### config.mk
export PLATFORM = sky130hd
export DESIGN_NAME = exc_ctrl_flat
export DESIGN_NICKNAME = d
export VERILOG_FILES = /design/src/rtl/exc_ctrl_if.sv /design/src/rtl/exc_ctrl.sv /design/src/flat_wrapper.sv
export SDC_FILE = /design/constraint.sdc
export NUM_CORES = 1
export LEC_CHECK = 0
export ABC_AREA = 1
export BUFFER_PORTS_ARGS = -buffer_cell sky130_fd_sc_hd__buf_4
export CAP_MARGIN = 20
export CORE_ASPECT_RATIO = 0.7
export CORE_MARGIN = 2
export CORE_UTILIZATION = 40
export CTS_BUF_LIST = sky130_fd_sc_hd__clkbuf_4
export DETAILED_ROUTE_END_ITERATION = 12
export PLACE_DENSITY = 0.78
export SLEW_MARGIN = 10
export SYNTH_ARGS = -nofsm -noshare
export SYNTH_HDL_FRONTEND = slang
export SYNTH_SLANG_ARGS = --single-unit
### constraint.sdc
create_clock -name clk -period 3.1 [get_ports clk]
set_clock_uncertainty 0.05 [all_clocks]
set_input_delay 0.62 -clock clk [delete_from_list [all_inputs] [get_ports clk]]
set_output_delay 0.62 -clock clk [all_outputs]
set_load 0.05 [all_outputs]
### src/rtl/exc_ctrl_if.sv
// exc_ctrl_if: MEM-stage event, CP0 context and fetch-redirect signals of the exception controller.
interface exc_ctrl_if;
  logic        mem_valid_i, mem_delayslot_i;
  logic        mem_break_i, mem_syscall_i, mem_overflow_i, mem_ades_i, mem_adel_i, mem_eret_i;
  logic [31:0] mem_pc_i, mem_addr_i;
  logic [31:0] cp0_status_i, cp0_cause_i, cp0_epc_i;
  logic [5:0]  int_i;
  logic        timer_int_i, redirect_ready_i;
  logic        exc_int_o, exc_break_o, exc_syscall_o, exc_overflow_o, exc_ades_o, exc_adel_o, exc_eret_o;
  logic        exc_delayslot_o, stall_o, flush_o, redirect_valid_o;
  logic [31:0] exc_pc_o, exc_badvaddr_o, redirect_pc_o;
  modport master (
    output mem_valid_i, mem_delayslot_i, mem_break_i, mem_syscall_i, mem_overflow_i, mem_ades_i,
           mem_adel_i, mem_eret_i, mem_pc_i, mem_addr_i, cp0_status_i, cp0_cause_i, cp0_epc_i,
           int_i, timer_int_i, redirect_ready_i,
    input  exc_int_o, exc_break_o, exc_syscall_o, exc_overflow_o, exc_ades_o, exc_adel_o, exc_eret_o,
           exc_delayslot_o, stall_o, flush_o, redirect_valid_o, exc_pc_o, exc_badvaddr_o, redirect_pc_o
  );
  modport slave (
    input  mem_valid_i, mem_delayslot_i, mem_break_i, mem_syscall_i, mem_overflow_i, mem_ades_i,
           mem_adel_i, mem_eret_i, mem_pc_i, mem_addr_i, cp0_status_i, cp0_cause_i, cp0_epc_i,
           int_i, timer_int_i, redirect_ready_i,
    output exc_int_o, exc_break_o, exc_syscall_o, exc_overflow_o, exc_ades_o, exc_adel_o, exc_eret_o,
           exc_delayslot_o, stall_o, flush_o, redirect_valid_o, exc_pc_o, exc_badvaddr_o, redirect_pc_o
  );
endinterface

### src/rtl/exc_ctrl.sv
// exc_ctrl: arbitrates MEM-stage exceptions/interrupts/eret, flushes the pipeline, then redirects fetch.
module exc_ctrl #(
  parameter logic [31:0] EXC_VECTOR   = 32'hBFC00380,
  parameter int          FLUSH_CYCLES = 2
) (
  input logic       clk,
  input logic       rst,
  exc_ctrl_if.slave b
);
  typedef enum logic [1:0] {IDLE, FLUSH, REDIRECT} state_t;
  state_t      state, state_nx;
  logic [3:0]  cnt;
  logic        int_pend, accept;
  logic [6:0]  req, grant, pulse;
  logic        ds_q;
  logic [31:0] pc_q, bad_q, rpc_q;
  logic        unused_ok;
  assign int_pend = (|({b.int_i[5] | b.timer_int_i, b.int_i[4:0], b.cp0_cause_i[9:8]} & b.cp0_status_i[15:8]))
                    && b.cp0_status_i[0] && !b.cp0_status_i[1];
  // lsb is highest priority so the lowest set bit is the winner
  assign req = {b.mem_eret_i, b.mem_adel_i, b.mem_ades_i, b.mem_overflow_i, b.mem_syscall_i, b.mem_break_i, int_pend};
  assign grant = req & (~req + 7'd1);
  assign accept = state == IDLE && b.mem_valid_i && |req;
  assign b.stall_o = accept || state != IDLE;
  assign b.flush_o = state == FLUSH;
  assign b.redirect_valid_o = state == REDIRECT;
  assign {b.exc_eret_o, b.exc_adel_o, b.exc_ades_o, b.exc_overflow_o, b.exc_syscall_o, b.exc_break_o, b.exc_int_o} = pulse;
  assign b.exc_pc_o = pc_q;
  assign b.exc_delayslot_o = ds_q;
  assign b.exc_badvaddr_o = bad_q;
  assign b.redirect_pc_o = rpc_q;
  assign unused_ok = &{1'b0, b.cp0_status_i[31:16], b.cp0_status_i[7:2], b.cp0_cause_i[31:10], b.cp0_cause_i[7:0]};
  always_comb begin
    state_nx = state;
    state_nx = state == IDLE  ? (accept ? FLUSH : IDLE)
             : state == FLUSH ? (cnt == 4'd1 ? REDIRECT : FLUSH)
             : (b.redirect_ready_i ? IDLE : REDIRECT);
  end
  always_ff @(posedge clk) begin
    if (rst) begin
      state <= IDLE;
      cnt   <= '0;
      pulse <= '0;
      pc_q  <= '0;
      ds_q  <= 1'b0;
      bad_q <= '0;
      rpc_q <= '0;
    end else begin
      state <= state_nx;
      cnt   <= accept ? 4'(FLUSH_CYCLES) : state == FLUSH ? cnt - 4'd1 : cnt;
      pulse <= accept ? grant : '0;
      if (accept) begin
        pc_q  <= b.mem_pc_i;
        ds_q  <= b.mem_delayslot_i;
        bad_q <= b.mem_addr_i;
        rpc_q <= grant[6] ? b.cp0_epc_i : EXC_VECTOR;
      end
    end
  end
endmodule

### src/flat_wrapper.sv
// flat-port wrapper written by rule: the top's interface ports become plain ports
module exc_ctrl_flat 
#(
  parameter logic [31:0] EXC_VECTOR   = 32'hBFC00380,
  parameter int          FLUSH_CYCLES = 2
)
  (clk, rst, b_mem_valid_i, b_mem_delayslot_i, b_mem_break_i, b_mem_syscall_i, b_mem_overflow_i, b_mem_ades_i, b_mem_adel_i, b_mem_eret_i, b_mem_pc_i, b_mem_addr_i, b_cp0_status_i, b_cp0_cause_i, b_cp0_epc_i, b_int_i, b_timer_int_i, b_redirect_ready_i, b_exc_int_o, b_exc_break_o, b_exc_syscall_o, b_exc_overflow_o, b_exc_ades_o, b_exc_adel_o, b_exc_eret_o, b_exc_delayslot_o, b_stall_o, b_flush_o, b_redirect_valid_o, b_exc_pc_o, b_exc_badvaddr_o, b_redirect_pc_o);
  exc_ctrl_if b_i ();
  input logic clk;
  input logic rst;
  input wire logic [$bits(b_i.mem_valid_i)-1:0] b_mem_valid_i;
  input wire logic [$bits(b_i.mem_delayslot_i)-1:0] b_mem_delayslot_i;
  input wire logic [$bits(b_i.mem_break_i)-1:0] b_mem_break_i;
  input wire logic [$bits(b_i.mem_syscall_i)-1:0] b_mem_syscall_i;
  input wire logic [$bits(b_i.mem_overflow_i)-1:0] b_mem_overflow_i;
  input wire logic [$bits(b_i.mem_ades_i)-1:0] b_mem_ades_i;
  input wire logic [$bits(b_i.mem_adel_i)-1:0] b_mem_adel_i;
  input wire logic [$bits(b_i.mem_eret_i)-1:0] b_mem_eret_i;
  input wire logic [$bits(b_i.mem_pc_i)-1:0] b_mem_pc_i;
  input wire logic [$bits(b_i.mem_addr_i)-1:0] b_mem_addr_i;
  input wire logic [$bits(b_i.cp0_status_i)-1:0] b_cp0_status_i;
  input wire logic [$bits(b_i.cp0_cause_i)-1:0] b_cp0_cause_i;
  input wire logic [$bits(b_i.cp0_epc_i)-1:0] b_cp0_epc_i;
  input wire logic [$bits(b_i.int_i)-1:0] b_int_i;
  input wire logic [$bits(b_i.timer_int_i)-1:0] b_timer_int_i;
  input wire logic [$bits(b_i.redirect_ready_i)-1:0] b_redirect_ready_i;
  output wire logic [$bits(b_i.exc_int_o)-1:0] b_exc_int_o;
  output wire logic [$bits(b_i.exc_break_o)-1:0] b_exc_break_o;
  output wire logic [$bits(b_i.exc_syscall_o)-1:0] b_exc_syscall_o;
  output wire logic [$bits(b_i.exc_overflow_o)-1:0] b_exc_overflow_o;
  output wire logic [$bits(b_i.exc_ades_o)-1:0] b_exc_ades_o;
  output wire logic [$bits(b_i.exc_adel_o)-1:0] b_exc_adel_o;
  output wire logic [$bits(b_i.exc_eret_o)-1:0] b_exc_eret_o;
  output wire logic [$bits(b_i.exc_delayslot_o)-1:0] b_exc_delayslot_o;
  output wire logic [$bits(b_i.stall_o)-1:0] b_stall_o;
  output wire logic [$bits(b_i.flush_o)-1:0] b_flush_o;
  output wire logic [$bits(b_i.redirect_valid_o)-1:0] b_redirect_valid_o;
  output wire logic [$bits(b_i.exc_pc_o)-1:0] b_exc_pc_o;
  output wire logic [$bits(b_i.exc_badvaddr_o)-1:0] b_exc_badvaddr_o;
  output wire logic [$bits(b_i.redirect_pc_o)-1:0] b_redirect_pc_o;
  assign b_i.mem_valid_i = b_mem_valid_i;
  assign b_i.mem_delayslot_i = b_mem_delayslot_i;
  assign b_i.mem_break_i = b_mem_break_i;
  assign b_i.mem_syscall_i = b_mem_syscall_i;
  assign b_i.mem_overflow_i = b_mem_overflow_i;
  assign b_i.mem_ades_i = b_mem_ades_i;
  assign b_i.mem_adel_i = b_mem_adel_i;
  assign b_i.mem_eret_i = b_mem_eret_i;
  assign b_i.mem_pc_i = b_mem_pc_i;
  assign b_i.mem_addr_i = b_mem_addr_i;
  assign b_i.cp0_status_i = b_cp0_status_i;
  assign b_i.cp0_cause_i = b_cp0_cause_i;
  assign b_i.cp0_epc_i = b_cp0_epc_i;
  assign b_i.int_i = b_int_i;
  assign b_i.timer_int_i = b_timer_int_i;
  assign b_i.redirect_ready_i = b_redirect_ready_i;
  assign b_exc_int_o = b_i.exc_int_o;
  assign b_exc_break_o = b_i.exc_break_o;
  assign b_exc_syscall_o = b_i.exc_syscall_o;
  assign b_exc_overflow_o = b_i.exc_overflow_o;
  assign b_exc_ades_o = b_i.exc_ades_o;
  assign b_exc_adel_o = b_i.exc_adel_o;
  assign b_exc_eret_o = b_i.exc_eret_o;
  assign b_exc_delayslot_o = b_i.exc_delayslot_o;
  assign b_stall_o = b_i.stall_o;
  assign b_flush_o = b_i.flush_o;
  assign b_redirect_valid_o = b_i.redirect_valid_o;
  assign b_exc_pc_o = b_i.exc_pc_o;
  assign b_exc_badvaddr_o = b_i.exc_badvaddr_o;
  assign b_redirect_pc_o = b_i.redirect_pc_o;
  exc_ctrl #(.EXC_VECTOR(EXC_VECTOR), .FLUSH_CYCLES(FLUSH_CYCLES)) u_core (.clk(clk), .rst(rst), .b(b_i));
endmodule
[Yosys cells after proc, flatten, opt, wreduce, memory -nomap -nowiden]
Index checks and enable logic that the tools add are counted.
Storage, ports and cells
  register bits: 110
  word-level logic and storage cells: 39
Cells by class
  add/subtract/negate cells: 2
  eq/ne operators: 3
  mux-type cells: 8
  bitwise gates (word level): 5
  reductions and logical operators: 13
Operators with widths (count)
  2-to-1 mux 32 bit: 1
  2-to-1 mux 2 bit: 6
  AND 8 bit: 1
  OR reduction 8 bit: 1
  adder 7 x 1 -> 7 bit, second input constant: 1
  AND 7 bit: 1
  NOT 7 bit: 1
  OR reduction 7 bit: 1
  equality test 4 x 1 -> 1 bit, second input constant: 1
  logical AND 1 bit: 4
  nonzero test 2 bit: 2
  OR reduction 2 bit: 2
  subtractor 4 x 1 -> 4 bit, second input constant: 1
  equality test 2 x 1 -> 1 bit, second input constant: 1
  equality test 2 bit, second input constant: 1
  zero test 2 bit: 1
  zero test 1 bit: 1
  logical OR 1 bit: 1
  2-to-1 mux 1 bit: 1
  NOT 1 bit: 1
  OR 1 bit: 1

[Longest topological paths before layout]
Gate-level depths: netlist of run 1.
  depth in word-level cells: 9
  mapped depth: 11
  depth with buffers taken out: 9

[Least setup slack after synthesis of run 1]
OpenSTA, ideal clock, no wires.
  kind: input to output
  start point: input b_mem_overflow_i
  end point: output b_stall_o
  arrival time: 1.944 ns
  required time: 2.430 ns
  path slack: 0.486 ns
  stages: 7
  cell sequence: or2_1 -> nor3_4 -> nand3_2 -> nand2_2 -> buf_6 -> buf_6 -> nand3_1
Between the ends
  cells in the longest elaborated chain, start to end: 3
RTL lines
  start: declaration: RTL line flat_wrapper.sv:15  | input wire logic [$bits(b_i.mem_overflow_i)-1:0] b_mem_overflow_i;
  OR reduction 7 bit: RTL line exc_ctrl.sv:23  | assign accept = state == IDLE && b.mem_valid_i && |req;
  logical AND 1 bit: RTL line exc_ctrl.sv:23
  logical OR 1 bit: RTL line exc_ctrl.sv:24  | assign b.stall_o = accept || state != IDLE;
  end: declaration: RTL line flat_wrapper.sv:35  | output wire logic [$bits(b_i.stall_o)-1:0] b_stall_o;
No other way between the ends.

[Worst setup path after layout of run 1]
  start point: register u_core.state[0]
  end point: output b_stall_o
Between the ends
  cells in the longest elaborated chain, start to end: 4
  elaborated cells on any way between the ends: 5
  those cells by class: reduce/logical (5)
RTL lines
  start: declaration: RTL line exc_ctrl.sv:11  | state_t state, state_nx;
  start signal: assignment: RTL line exc_ctrl.sv:49  | state <= state_nx;
  zero test 2 bit: RTL line exc_ctrl.sv:23
  logical AND 1 bit (2 in series): RTL line exc_ctrl.sv:23
  logical OR 1 bit *: RTL line exc_ctrl.sv:24
Every way passes the cells marked *; elsewhere a longest branch is shown, timed or not.

==> impl_metrics.prom, run 1 <==
# TYPE chip_impl_metric gauge
chip_impl_metric{name="detailedPlace.worstSlack",unit="ns"} 0.681
chip_impl_info{name="cp_cell_sequence",value="nor3b_1 > nand2_4 > nand3_1 > buf_4"} 1
chip_impl_metric{name="htree_levels",unit=""} 3
chip_impl_metric{name="synthesis.area",unit="um2"} 4140
chip_impl_metric{name="final_cells",unit=""} 864
chip_impl_metric{name="synth.lib_cells_used.distinct",unit=""} 22
chip_impl_metric{name="worst_skew_pair.late_latency",unit="ns"} 0.43
chip_impl_metric{name="path_clk_slew",unit="ns"} 0.17
chip_impl_metric{name="finalCritPeriodShare",unit="%"} 77.9
chip_impl_metric{name="synth_largest_type_area_fraction",unit="%"} 53.2
chip_impl_metric{name="utilization",unit="%"} 59.5
chip_impl_metric{name="synth_edf_count",unit=""} 0
chip_impl_metric{name="cts.repair.resized",unit=""} 0
chip_impl_metric{name="yosys_warnings",unit=""} 0
chip_impl_metric{name="upper_clock_frequency_limit",unit="MHz"} 414
chip_impl_metric{name="area_growth",unit="%"} 46.5
chip_impl_metric{name="gp_congestion",unit=""} 0.819
chip_impl_metric{name="xor_xnor_cell_area_share_of_the_yosys_netlist",unit="%"} 0.423
chip_impl_metric{name="synth_fa_ha_area_share",unit="%"} 0.604
chip_impl_metric{name="route.antenna.remaining_nets",unit=""} 0
chip_impl_metric{name="drc_violation_count_after_routing",unit=""} 0
chip_impl_info{name="dominant_combinational_cell_family_by_area_after_synthesis",value="simple AND/OR/NAND/NOR gates"} 1
chip_impl_metric{name="placed_cells_incl_taps",unit=""} 848
chip_impl_info{name="hold_path.class",value="input pin to register"} 1
chip_impl_metric{name="leakagePower",unit="nW"} 2.96
chip_impl_info{name="grt_setup_unrepaired",value="false"} 1
chip_impl_metric{name="muxShareOfSynthArea",unit="%"} 0
chip_impl_metric{name="layout_cells_sized_above_1",unit="%"} 35.5
chip_impl_metric{name="die-area",unit="um2"} 11200
chip_impl_metric{name="groute.layer.met2.usage",unit="%"} 33.8
chip_impl_metric{name="grt_use_met1",unit="%"} 23.8
chip_impl_info{name="run_status",value="finished, final reports clean"} 1
chip_impl_metric{name="fin_hold_ws",unit="ns"} 0.347
chip_impl_metric{name="cts_setup_buffers",unit=""} 0
chip_impl_metric{name="rows",unit=""} 31
chip_impl_metric{name="vias",unit=""} 4260
chip_impl_metric{name="cts-root-to-sink-buffers",unit=""} 2
chip_impl_info{name="root_buffer",value="sky130_fd_sc_hd__clkbuf_4"} 1
chip_impl_metric{name="synth_compound_area_share",unit="%"} 12.4
chip_impl_metric{name="worst_slew_margin_rel",unit="%"} 56.8
chip_impl_metric{name="grtUsageMet3",unit="%"} 8.50
chip_impl_metric{name="critical-path-max-stage-delay",unit="ns"} 0.56
chip_impl_metric{name="nNetsFinal",unit=""} 907
chip_impl_info{name="synth_common_cells",value="sky130_fd_sc_hd__dfxtp_1 (110), sky130_fd_sc_hd__nand3_1 (101), sky130_fd_sc_hd__o21ai_0 (81)"} 1
chip_impl_metric{name="start_util",unit="%"} 40.6
chip_impl_metric{name="antenna_cells",unit=""} 0
chip_impl_metric{name="core_outline_area",unit="um2"} 10200
chip_impl_metric{name="synth.yosys.seq_area_share",unit="%"} 53.2
chip_impl_metric{name="syn_inst",unit=""} 515
chip_impl_info{name="worst_setup_path_end_kind",value="primary output"} 1
chip_impl_metric{name="power_density",unit="nW/um2"} 549
chip_impl_metric{name="multi_input_comb_area",unit="um2"} 1470
chip_impl_metric{name="die_x",unit="um"} 126
chip_impl_metric{name="report.final.slew_viol_count",unit=""} 0
chip_impl_metric{name="grt_start_max_net_pins",unit=""} 99
chip_impl_metric{name="fill_cells",unit=""} 886
chip_impl_metric{name="post_synth_and_or_nand_nor_area_fraction",unit="%"} 21.8
chip_impl_metric{name="register_area",unit="um2"} 2200
chip_impl_info{name="worst-setup-path-type",value="register to primary output"} 1
chip_impl_metric{name="synth-async-reset-ratio",unit="%"} 0
chip_impl_info{name="critical_path.startpoint_type",value="register"} 1
chip_impl_metric{name="path_buf_inv",unit=""} 1
chip_impl_metric{name="cap_viol_max_count",unit=""} 0
chip_impl_metric{name="via_per_inst",unit=""} 4.93
chip_impl_metric{name="finalSetupViolCount",unit=""} 0
chip_impl_info{name="synth_area_leader_cell",value="sky130_fd_sc_hd__dfxtp_1"} 1
chip_impl_info{name="yosys_most_used_dff",value="sky130_fd_sc_hd__dfxtp_1"} 1
chip_impl_metric{name="critical_path.max_fanout",unit=""} 3
chip_impl_metric{name="worst_hold_path.num_cells",unit=""} 3
chip_impl_info{name="busiest_layer",value="met2"} 1
chip_impl_metric{name="grtUsageTotal",unit="%"} 20.1
chip_impl_metric{name="stdcell_area",unit="um2"} 6070
chip_impl_metric{name="first_pass_grt_wire_length",unit="mm"} 18.3
chip_impl_metric{name="routedWlPerCell",unit="um"} 13.6
chip_impl_metric{name="length_in_cells_of_the_worst_reg_to_reg_path",unit=""} 4
chip_impl_metric{name="post_synthesis_sequential_element_count",unit=""} 110
chip_impl_metric{name="post-route-worst-setup-slack",unit="ns"} 0.686
chip_impl_info{name="cpLargestDelayFamily",value="simple AND/OR/NAND/NOR gates"} 1
chip_impl_metric{name="finalHoldViolations",unit=""} 0
chip_impl_metric{name="port_buffers",unit=""} 232
chip_impl_metric{name="cts-buffers-inserted",unit=""} 9
chip_impl_metric{name="clock_sinks",unit=""} 110
chip_impl_metric{name="first_global_vias",unit=""} 3965
chip_impl_metric{name="final.min_clock_period",unit="ns"} 2.41
chip_impl_metric{name="synth_fp_nets",unit=""} 695
chip_impl_metric{name="worst_ep_arrival_time",unit="ns"} 1.74
chip_impl_info{name="critical_path.slowest_cell",value="sky130_fd_sc_hd__nor3b_1"} 1
chip_impl_metric{name="cp_num_cells",unit=""} 4
chip_impl_metric{name="grt_remaining_overflow",unit=""} 0
chip_impl_metric{name="dpl_cell_area",unit="um2"} 5950
chip_impl_metric{name="top_level_ports",unit=""} 285
chip_impl_metric{name="sum_of_negative_setup_slack",unit="ns"} 0
chip_impl_metric{name="total_power",unit="mW"} 3.33
chip_impl_metric{name="die_h",unit="um"} 89.1
chip_impl_metric{name="detail_route.wirelength",unit="mm"} 11.8
chip_impl_info{name="synth.area.top_cells",value="sky130_fd_sc_hd__dfxtp_1 (53%), sky130_fd_sc_hd__nand3_1 (12%), sky130_fd_sc_hd__o21ai_0 (9.8%), sky130_fd_sc_hd__inv_1 (7.0%), sky130_fd_sc_hd__nand4_1 (3.0%)"} 1
chip_impl_metric{name="initialDrtViolationCount",unit=""} 207
chip_impl_info{name="synthMostInstantiatedCell",value="sky130_fd_sc_hd__dfxtp_1"} 1
chip_impl_info{name="tritoncts",value="done"} 1
chip_impl_metric{name="timing_worst_slew_pin_value",unit="ns"} 0.647
chip_impl_metric{name="worst_ir_drop_vdd",unit="mV"} 0.322
chip_impl_metric{name="postCtsHoldBufs",unit=""} 0
chip_impl_metric{name="critPathRequiredTime",unit="ns"} 2.43
chip_impl_metric{name="detailedRoute.firstPassIterationCount",unit=""} 4
chip_impl_metric{name="syn-mean-instance-area",unit="um2"} 8.04
chip_impl_metric{name="grt_antenna_before_repair",unit=""} 0
chip_impl_metric{name="post-dp-hpwl",unit="mm"} 8.38
==> power by group <==
| part | internal (mW) | switching [mW] | leakage, nW |
|---|---|---|---|
| clock network | 0.168 | 0.461 | 0.0641 |
| registers | 1.55 | 0.0726 | 0.900 |
| logic | 0.349 | 0.736 | 2.00 |
==> per-layer routing <==
| layer | wire length (um) | vias up |
|---|---|---|
| met3 | 1230 | 16 |
| li1 | - | 2120 |
| met1 | 4880 | 1926 |
| met2 | 5470 | 198 |
| met5 | 0 | - |
| met4 | 184 | 0 |
==> flip-flops by register name, summed over array words and instances (netlist names) <==
signal and cells:
u_core.state 2, u_core.cnt 4, u_core.b.redirect_pc_o 32, u_core.b.exc_pc_o 32, u_core.pulse 7, u_core.b.exc_badvaddr_o 32
u_core.b.exc_delayslot_o 1
==> layout make-up <==
class	count	share of cell area, %
clock inverters	7	0.784
flip-flops and latches	110	36.3
clock buffers	9	1.11
multi-input cells	289	24.2
repair buffers	240	30.1
inverters	77	4.76
well taps	132	2.72
==> cell families after synthesis <==
kind of cell               count (synthesis)
and+or+nand+nor                          183
xor gates and xnor gates                   2
buffers and inverters                    116
DFF                                      110
AOI/OAI and AO/OA                        102
adders and majority gates                  2
==> path summary, 6_finish.rpt <==
path,slack (ns),start,end
max,0.69,u_core.state[0],b_stall_o
min,0.35,b_mem_addr_i[15],u_core.b.exc_badvaddr_o[15]
max reg2reg,1.29,u_core.state[0],u_core.b.exc_pc_o[8]
min reg2reg,0.44,u_core.b.exc_badvaddr_o[1],u_core.b.exc_badvaddr_o[1]
==> cell usage in the layout (no fill, tap or decap), drive strengths merged <==
master and count:
nand2 24, clkinvlp 1, nand3 103, xor2 2, o211ai 1, nand4 20, ha 2, buf 240
dfxtp 110, inv 79, nor3b 1, o21ai 99, nor3 4, a21oi 2, clkbuf 9, or2 1
nor2 30, clkinv 4
==> worst min-delay path, stage by stage <==
cell and delay, ns:
sky130_fd_sc_hd__buf_4 0.11, sky130_fd_sc_hd__inv_1 0.04, sky130_fd_sc_hd__o21ai_1 0.05
Power figures use the tool's default switching activity.
==> inputs of run 2 (changes only) <==
Clock period 3.1 ns to 2.47 ns, I/O delays scaled along.
==> run 2 against run 1 <==
Via count decreased by 0.59%; count of clock-buffer cells in the layout is 2 higher; combinational power up 28%; cell count rose by 0.23%; register-to-register slack lost 0.46 ns; final area grew 1.0%; sequential cell count unchanged; routed wire length grew 4.2%; non-clock buffer count rose by 1; critical path type is now input pin to primary output; critical endpoint unchanged.
==> impl_metrics.prom, run 2 (synthesis results as in run 1) <==
# TYPE chip_impl_metric gauge
chip_impl_info{name="run_status",value="finished, final reports clean"} 1
chip_impl_metric{name="finalSetupViolCount",unit=""} 0
chip_impl_metric{name="first_pass_grt_wire_length",unit="mm"} 18.8
chip_impl_info{name="crit_path_frequent_cell",value="sky130_fd_sc_hd__buf_4"} 1
chip_impl_metric{name="worst_ir_drop_vdd",unit="mV"} 0.447
chip_impl_info{name="cp_cell_sequence",value="buf_4 > or2_1 > nor3_4 > nand3_2 > nand2_4 > nand3_1 > buf_4"} 1
chip_impl_metric{name="report.final.slew_viol_count",unit=""} 0
chip_impl_info{name="timing.hold.worst_endpoint",value="u_core.b.exc_pc_o[27]"} 1
chip_impl_info{name="worst_r2r_endpoint",value="u_core.b.exc_badvaddr_o[21]"} 1
chip_impl_info{name="mostFrequentLayoutCell",value="sky130_fd_sc_hd__buf_4"} 1
chip_impl_info{name="worst-setup-path-type",value="input pin to primary output"} 1
chip_impl_metric{name="port_buffers",unit=""} 232
chip_impl_info{name="worst_setup_path_end_kind",value="primary output"} 1
chip_impl_metric{name="finalHoldViolations",unit=""} 0
chip_impl_metric{name="die_h",unit="um"} 89.1
chip_impl_metric{name="area_growth",unit="%"} 48.0
chip_impl_info{name="critical_path.slowest_cell",value="sky130_fd_sc_hd__or2_1"} 1
chip_impl_metric{name="final_cells",unit=""} 866
chip_impl_metric{name="power_density",unit="nW/um2"} 704
chip_impl_metric{name="routedWlPerCell",unit="um"} 14.1
chip_impl_metric{name="critical_path.max_fanout",unit=""} 2
chip_impl_metric{name="nNetsFinal",unit=""} 908
chip_impl_metric{name="timing_worst_slew_pin_value",unit="ns"} 0.473
chip_impl_metric{name="stdcell_area",unit="um2"} 6130
chip_impl_metric{name="utilization",unit="%"} 60.1
chip_impl_metric{name="detailedPlace.worstSlack",unit="ns"} 0.351
chip_impl_metric{name="sum_of_negative_setup_slack",unit="ns"} 0
chip_impl_metric{name="top_level_ports",unit=""} 285
chip_impl_metric{name="critPathRequiredTime",unit="ns"} 1.93
chip_impl_metric{name="post-dp-hpwl",unit="mm"} 8.79
chip_impl_metric{name="vias",unit=""} 4235
chip_impl_metric{name="total_power",unit="mW"} 4.31
chip_impl_metric{name="start_util",unit="%"} 40.6
chip_impl_info{name="hold_path_startpoint",value="b_mem_pc_i[27]"} 1
chip_impl_metric{name="die_x",unit="um"} 126
chip_impl_info{name="timing.rr.start",value="u_core.state[0]"} 1
chip_impl_metric{name="htree_levels",unit=""} 3
chip_impl_metric{name="drc_violation_count_after_routing",unit=""} 0
chip_impl_metric{name="reg2reg_slack",unit="ns"} 0.83
chip_impl_metric{name="via_per_inst",unit=""} 4.89
chip_impl_info{name="cpLargestDelayFamily",value="simple AND/OR/NAND/NOR gates"} 1
chip_impl_metric{name="dpl_cell_area",unit="um2"} 5980
chip_impl_metric{name="clock_sinks",unit=""} 110
chip_impl_info{name="critical_path.startpoint_type",value="input pin"} 1
chip_impl_info{name="most_used_cells_in_the_layout_excluding_fill_and_tap_cells",value="sky130_fd_sc_hd__buf_4 (237), sky130_fd_sc_hd__dfxtp_1 (110), sky130_fd_sc_hd__nand3_1 (101)"} 1
chip_impl_metric{name="worst_hold_path.num_cells",unit=""} 3
chip_impl_metric{name="grt_remaining_overflow",unit=""} 0
chip_impl_metric{name="worst_slew_margin_rel",unit="%"} 68.5
chip_impl_metric{name="cts-buffers-inserted",unit=""} 9
chip_impl_metric{name="cap_viol_max_count",unit=""} 0
chip_impl_metric{name="detail_route.wirelength",unit="mm"} 12.3
chip_impl_metric{name="gp_congestion",unit=""} 0.818
chip_impl_metric{name="length_in_cells_of_the_worst_reg_to_reg_path",unit=""} 5
chip_impl_metric{name="grt_start_max_net_pins",unit=""} 102
chip_impl_info{name="hold_path.class",value="input pin to register"} 1
chip_impl_metric{name="postCtsHoldBufs",unit=""} 0
chip_impl_metric{name="placed_cells_incl_taps",unit=""} 849
chip_impl_metric{name="route.antenna.remaining_nets",unit=""} 0
chip_impl_metric{name="cts-root-to-sink-buffers",unit=""} 2
chip_impl_metric{name="die-area",unit="um2"} 11200
chip_impl_info{name="grt_setup_unrepaired",value="false"} 1
chip_impl_metric{name="layout_cells_sized_above_1",unit="%"} 35.7
chip_impl_metric{name="leakagePower",unit="nW"} 2.99
chip_impl_metric{name="core_outline_area",unit="um2"} 10200
chip_impl_metric{name="cts.repair.resized",unit=""} 0
chip_impl_metric{name="worst_skew_pair.late_latency",unit="ns"} 0.42
chip_impl_info{name="root_buffer",value="sky130_fd_sc_hd__clkbuf_4"} 1
chip_impl_metric{name="first_global_vias",unit=""} 4015
chip_impl_metric{name="fin_hold_ws",unit="ns"} 0.236
chip_impl_metric{name="rows",unit=""} 31
chip_impl_metric{name="grt_antenna_before_repair",unit=""} 1
chip_impl_metric{name="grtUsageTotal",unit="%"} 20.7
chip_impl_metric{name="finalCritPeriodShare",unit="%"} 84.9
chip_impl_metric{name="upper_clock_frequency_limit",unit="MHz"} 477
chip_impl_info{name="tritoncts",value="done"} 1
chip_impl_metric{name="path_buf_inv",unit=""} 2
chip_impl_metric{name="post-route-worst-setup-slack",unit="ns"} 0.374
chip_impl_metric{name="worst_ep_arrival_time",unit="ns"} 1.55
chip_impl_metric{name="initialDrtViolationCount",unit=""} 218
chip_impl_metric{name="final.min_clock_period",unit="ns"} 2.10
chip_impl_metric{name="critical-path-max-stage-delay",unit="ns"} 0.27
chip_impl_metric{name="cts_setup_buffers",unit=""} 0
chip_impl_metric{name="detailedRoute.firstPassIterationCount",unit=""} 5
chip_impl_metric{name="path_clk_slew",unit="ns"} 0.16
-- run 2: changes by cell type in the layout (fill, tap and decap cells not counted), sizes merged --
cell	change
clkinv	-3
diode	+1
bufinv	+1
clkbuf	+2
buf	+1
clkinvlp	+1
inv	-1
-- run 2: how the worst max path moves through the flow --
stage                     startpoint             to  slack, ns  cells after the start
floorplan           b_mem_overflow_i      b_stall_o       0.11                      7
global placement    b_mem_overflow_i      b_stall_o       0.40                      7
detailed placement  b_mem_overflow_i  u_core.cnt[0]       0.35                      8
CTS                 b_mem_overflow_i      b_stall_o       0.37                      7
global route         u_core.state[0]      b_flush_o       0.29                      3
finish              b_mem_overflow_i      b_stall_o       0.37                      7
-- run 2: layout make-up --
class | count | area (um2)
fillers | 874 | 4070
flip-flops and latches | 110 | 2200
repair buffers | 241 | 1860
multi-input cells | 289 | 1470
inverters | 77 | 289
well taps | 132 | 165
clock buffers | 11 | 82.6
clock inverters | 5 | 58.8
diodes | 1 | 2.50
-- run 2: per-layer routing --
layer,vias up,global-route usage [%],wire length [um]
met4,0,6.36,127
met5,-,0,0
li1,2122,-,-
met3,12,8.98,1300
met2,181,35.8,5850
met1,1920,23.7,4970
-- run 2: power by group --
group          internal (mW)  switching [mW]
sequential              1.94          0.0938
combinational          0.447           0.931
clock                  0.335           0.567
-- run 2: worst min-delay path: cells and delay by family --
family | cells | cell delay, ns
buffers and inverters | 2 | 0.14
AO/OA/AOI/OAI | 1 | 0.05
==> inputs of run 3 (changes only) <==
Settings changed: ABC_AREA 1 to 0, CORE_AREA from default to 2 2 112 114, CORE_ASPECT_RATIO 0.7 to default, CORE_MARGIN 2 to default, CORE_UTILIZATION 40 to default, DIE_AREA from default to 0 0 114 116, PLACE_DENSITY 0.78 to 0.67.
Clock period 2.47 ns to 1.98 ns, I/O delays scaled along.
==> run 3 against run 2 <==
The run now ends with setup timing left; sequential power increased by 19%; die area increased by 18%; sequential cell count unchanged; worst setup slack got worse by 0.47 ns; count of clock-buffer cells in the layout decreased by 2; via count decreased by 4.1%; non-clock buffer count increased by 29; total power increased by 10%; first-iteration DRC count decreased by 21%; sequential share of layout area decreased by 1.5 points; routed wire length increased by 0.74%; final area increased by 4.5%; highest routed layer unchanged.
==> impl_metrics.prom, run 3 <==
# TYPE chip_impl_metric gauge
chip_impl_info{name="failed_checks",value="setup timing"} 1
chip_impl_metric{name="layout_cells_sized_above_1",unit="%"} 44.9
chip_impl_info{name="critical_path.startpoint_type",value="input pin"} 1
chip_impl_metric{name="vias",unit=""} 4063
chip_impl_info{name="synth.area.top_cells",value="sky130_fd_sc_hd__dfxtp_1 (56%), sky130_fd_sc_hd__nand2_1 (13%), sky130_fd_sc_hd__a21oi_1 (8.6%), sky130_fd_sc_hd__a22o_1 (4.4%), sky130_fd_sc_hd__a211oi_1 (2.7%)"} 1
chip_impl_info{name="synth_area_leader_cell",value="sky130_fd_sc_hd__dfxtp_1"} 1
chip_impl_metric{name="finalCritPeriodShare",unit="%"} 105
chip_impl_metric{name="power_density",unit="nW/um2"} 743
chip_impl_info{name="mostFrequentLayoutCell",value="sky130_fd_sc_hd__buf_4"} 1
chip_impl_info{name="root_buffer",value="sky130_fd_sc_hd__clkbuf_4"} 1
chip_impl_metric{name="cts-root-to-sink-buffers",unit=""} 2
chip_impl_metric{name="final.min_clock_period",unit="ns"} 2.08
chip_impl_info{name="worst_r2r_endpoint",value="u_core.b.redirect_pc_o[31]"} 1
chip_impl_metric{name="drc_violation_count_after_routing",unit=""} 0
chip_impl_info{name="hold_path.class",value="input pin to register"} 1
chip_impl_metric{name="synth_largest_type_area_fraction",unit="%"} 55.8
chip_impl_metric{name="critical_path.max_fanout",unit=""} 2
chip_impl_metric{name="synth.lib_cells_used.distinct",unit=""} 34
chip_impl_metric{name="total_power",unit="mW"} 4.75
chip_impl_metric{name="top_level_ports",unit=""} 285
chip_impl_metric{name="post_synthesis_sequential_element_count",unit=""} 110
chip_impl_metric{name="post-dp-hpwl",unit="mm"} 8.47
chip_impl_metric{name="fin_hold_ws",unit="ns"} 0.0620
chip_impl_info{name="run_status",value="finished with violations"} 1
chip_impl_metric{name="finalHoldViolations",unit=""} 0
chip_impl_metric{name="grt_antenna_before_repair",unit=""} 0
chip_impl_info{name="synth_common_cells",value="sky130_fd_sc_hd__nand2_1 (139), sky130_fd_sc_hd__dfxtp_1 (110), sky130_fd_sc_hd__a21oi_1 (68)"} 1
chip_impl_metric{name="detailedPlace.worstSlack",unit="ns"} -0.245
chip_impl_metric{name="routedWlPerCell",unit="um"} 14.4
chip_impl_info{name="critical_path.startpoint",value="b_cp0_cause_i[8]"} 1
chip_impl_metric{name="via_per_inst",unit=""} 4.75
chip_impl_metric{name="initialDrtViolationCount",unit=""} 172
chip_impl_metric{name="synth-async-reset-ratio",unit="%"} 0
chip_impl_metric{name="synth_fp_nets",unit=""} 633
chip_impl_metric{name="critPathRequiredTime",unit="ns"} 1.53
chip_impl_metric{name="gp_congestion",unit=""} 0.724
chip_impl_metric{name="route.antenna.remaining_nets",unit=""} 0
chip_impl_metric{name="port_buffers",unit=""} 232
chip_impl_metric{name="synth.yosys.seq_area_share",unit="%"} 55.8
chip_impl_metric{name="cap_viol_max_count",unit=""} 0
chip_impl_metric{name="antenna_cells",unit=""} 0
chip_impl_metric{name="core_outline_area",unit="um2"} 11900
chip_impl_metric{name="die-area",unit="um2"} 13200
chip_impl_metric{name="syn-mean-instance-area",unit="um2"} 8.71
chip_impl_info{name="worst_setup_path_end_kind",value="primary output"} 1
chip_impl_metric{name="sum_of_negative_setup_slack",unit="ns"} -0.101
chip_impl_metric{name="die_h",unit="um"} 116
chip_impl_metric{name="upper_clock_frequency_limit",unit="MHz"} 481
chip_impl_metric{name="grt_start_max_net_pins",unit=""} 52
chip_impl_info{name="yosys_most_used_dff",value="sky130_fd_sc_hd__dfxtp_1"} 1
chip_impl_info{name="most_used_cells_in_the_layout_excluding_fill_and_tap_cells",value="sky130_fd_sc_hd__buf_4 (251), sky130_fd_sc_hd__nand2_1 (132), sky130_fd_sc_hd__dfxtp_1 (110)"} 1
chip_impl_metric{name="yosys_warnings",unit=""} 0
chip_impl_metric{name="worst_ir_drop_vdd",unit="mV"} 0.401
chip_impl_metric{name="first_global_vias",unit=""} 3855
chip_impl_info{name="timing.rr.start",value="u_core.state[0]"} 1
chip_impl_info{name="crit_end",value="b_stall_o"} 1
chip_impl_metric{name="post-route-worst-setup-slack",unit="ns"} -0.101
chip_impl_metric{name="cts-buffers-inserted",unit=""} 9
chip_impl_metric{name="nNetsFinal",unit=""} 883
chip_impl_info{name="grt_setup_unrepaired",value="true"} 1
chip_impl_info{name="synthMostInstantiatedCell",value="sky130_fd_sc_hd__nand2_1"} 1
chip_impl_metric{name="timing_worst_slew_pin_value",unit="ns"} 0.589
chip_impl_metric{name="htree_levels",unit=""} 3
chip_impl_metric{name="worst_ep_arrival_time",unit="ns"} 1.63
chip_impl_metric{name="synth_edf_count",unit=""} 0
chip_impl_metric{name="reg2reg_slack",unit="ns"} 0.25
chip_impl_metric{name="report.final.slew_viol_count",unit=""} 0
chip_impl_metric{name="detailedRoute.firstPassIterationCount",unit=""} 6
chip_impl_metric{name="worst_skew_pair.late_latency",unit="ns"} 0.47
chip_impl_metric{name="rows",unit=""} 40
chip_impl_metric{name="detail_route.wirelength",unit="mm"} 12.3
chip_impl_metric{name="die_x",unit="um"} 114
chip_impl_metric{name="utilization",unit="%"} 53.7
chip_impl_metric{name="area_growth",unit="%"} 62.2
chip_impl_info{name="tritoncts",value="done"} 1
chip_impl_metric{name="grt_remaining_overflow",unit=""} 0
chip_impl_metric{name="worst_slew_margin_rel",unit="%"} 60.7
chip_impl_metric{name="leakagePower",unit="nW"} 2.96
chip_impl_metric{name="grtUsageTotal",unit="%"} 17.1
chip_impl_metric{name="synthesis.area",unit="um2"} 3950
chip_impl_metric{name="syn_inst",unit=""} 453
chip_impl_metric{name="path_clk_slew",unit="ns"} 0.17
chip_impl_metric{name="start_util",unit="%"} 33.1
chip_impl_metric{name="finalSetupViolCount",unit=""} 1
chip_impl_metric{name="clock_sinks",unit=""} 110
chip_impl_metric{name="first_pass_grt_wire_length",unit="mm"} 18.0
chip_impl_info{name="worst-setup-path-type",value="input pin to primary output"} 1
chip_impl_metric{name="length_in_cells_of_the_worst_reg_to_reg_path",unit=""} 6
-- run 3: cell count changes in the layout (fill, tap and decap cells not counted), sizes merged, moves of 3 or more --
cell,previous run,this run
a22o,0,20
nor2,30,19
nand4,20,0
o21ai,99,3
a21oi,2,68
clkinv,1,5
nand2,24,139
nor2b,0,3
nand3,103,2
a211oi,0,14
buf,241,266
inv,78,15
-- run 3: repair_timing --
item	4_1_cts	5_1_grt
buffers inserted	6	4
gates cloned	0	6
pin swaps	8	15
hold buffers	0	0
gates resized for setup	5	35
setup endpoints to repair	1	102
-- run 3: final cells by class --
cell class	count	area (um2)
fillers	1128	5510
flip-flops and latches	110	2200
repair buffers	270	2200
multi-input cells	297	1640
well taps	147	184
clock buffers	9	67.6
inverters	15	56.3
clock inverters	7	51.3
-- run 3: through the flow --
stage / cells / area, um2
4_1_cts: 847 / 6140
6_report: 855 / 6400
2_1_floorplan: 453 / 3960
5_1_grt: 855 / 6400
3_3_place_gp: 825 / 5960
3_5_place_dp: 825 / 5960
-- run 3: worst min path at each step --
stage                         startpoint                         to  cells after the start
floorplan                  b_mem_break_i            u_core.pulse[2]                      1
global placement    u_core.b.exc_pc_o[4]       u_core.b.exc_pc_o[4]                      2
detailed placement  u_core.b.exc_pc_o[4]       u_core.b.exc_pc_o[4]                      2
CTS                       b_cp0_epc_i[4]  u_core.b.redirect_pc_o[4]                      2
global route              b_cp0_epc_i[4]  u_core.b.redirect_pc_o[4]                      2
finish                    b_cp0_epc_i[4]  u_core.b.redirect_pc_o[4]                      2
-- run 3: worst max-delay path, stage by stage --
cell                       delay [ns]
sky130_fd_sc_hd__buf_6           0.09
sky130_fd_sc_hd__a222oi_1        0.40
sky130_fd_sc_hd__and3_1          0.24
sky130_fd_sc_hd__nand2_2         0.08
sky130_fd_sc_hd__nand2_2         0.09
sky130_fd_sc_hd__a41oi_2         0.14
sky130_fd_sc_hd__buf_6           0.19
-- run 3: routing by layer --
layer | global-route usage [%] | vias to the layer above | share of wire [%]
li1 | - | 2000 | -
met1 | 21.0 | 1889 | 42
met2 | 28.2 | 152 | 49
met3 | 4.97 | 22 | 7.1
met4 | 7.24 | 0 | 2.4
met5 | 0 | - | 0
-- run 3: cells by family (layout without fill, tap and decap cells) --
family / after synthesis / in the layout / share of synthesized area [%]
flops: 110 / 110 / 55.8
fa+ha+maj: 2 / 2 / 0.634
buf+inv: 46 / 301 / 6.09
compound gates: 113 / 113 / 17.9
simple gates: 179 / 179 / 18.9
xor+xnor: 3 / 3 / 0.666
-- run 3: report_power, final --
part | leakage (nW) | total, mW | internal [mW] | switching, mW
logic | 2.00 | 1.33 | 0.535 | 0.799
clock network | 0.0619 | 1.01 | 0.260 | 0.752
registers | 0.901 | 2.41 | 2.34 | 0.0686
total | 2.96 | 4.75 | 3.13 | 1.62
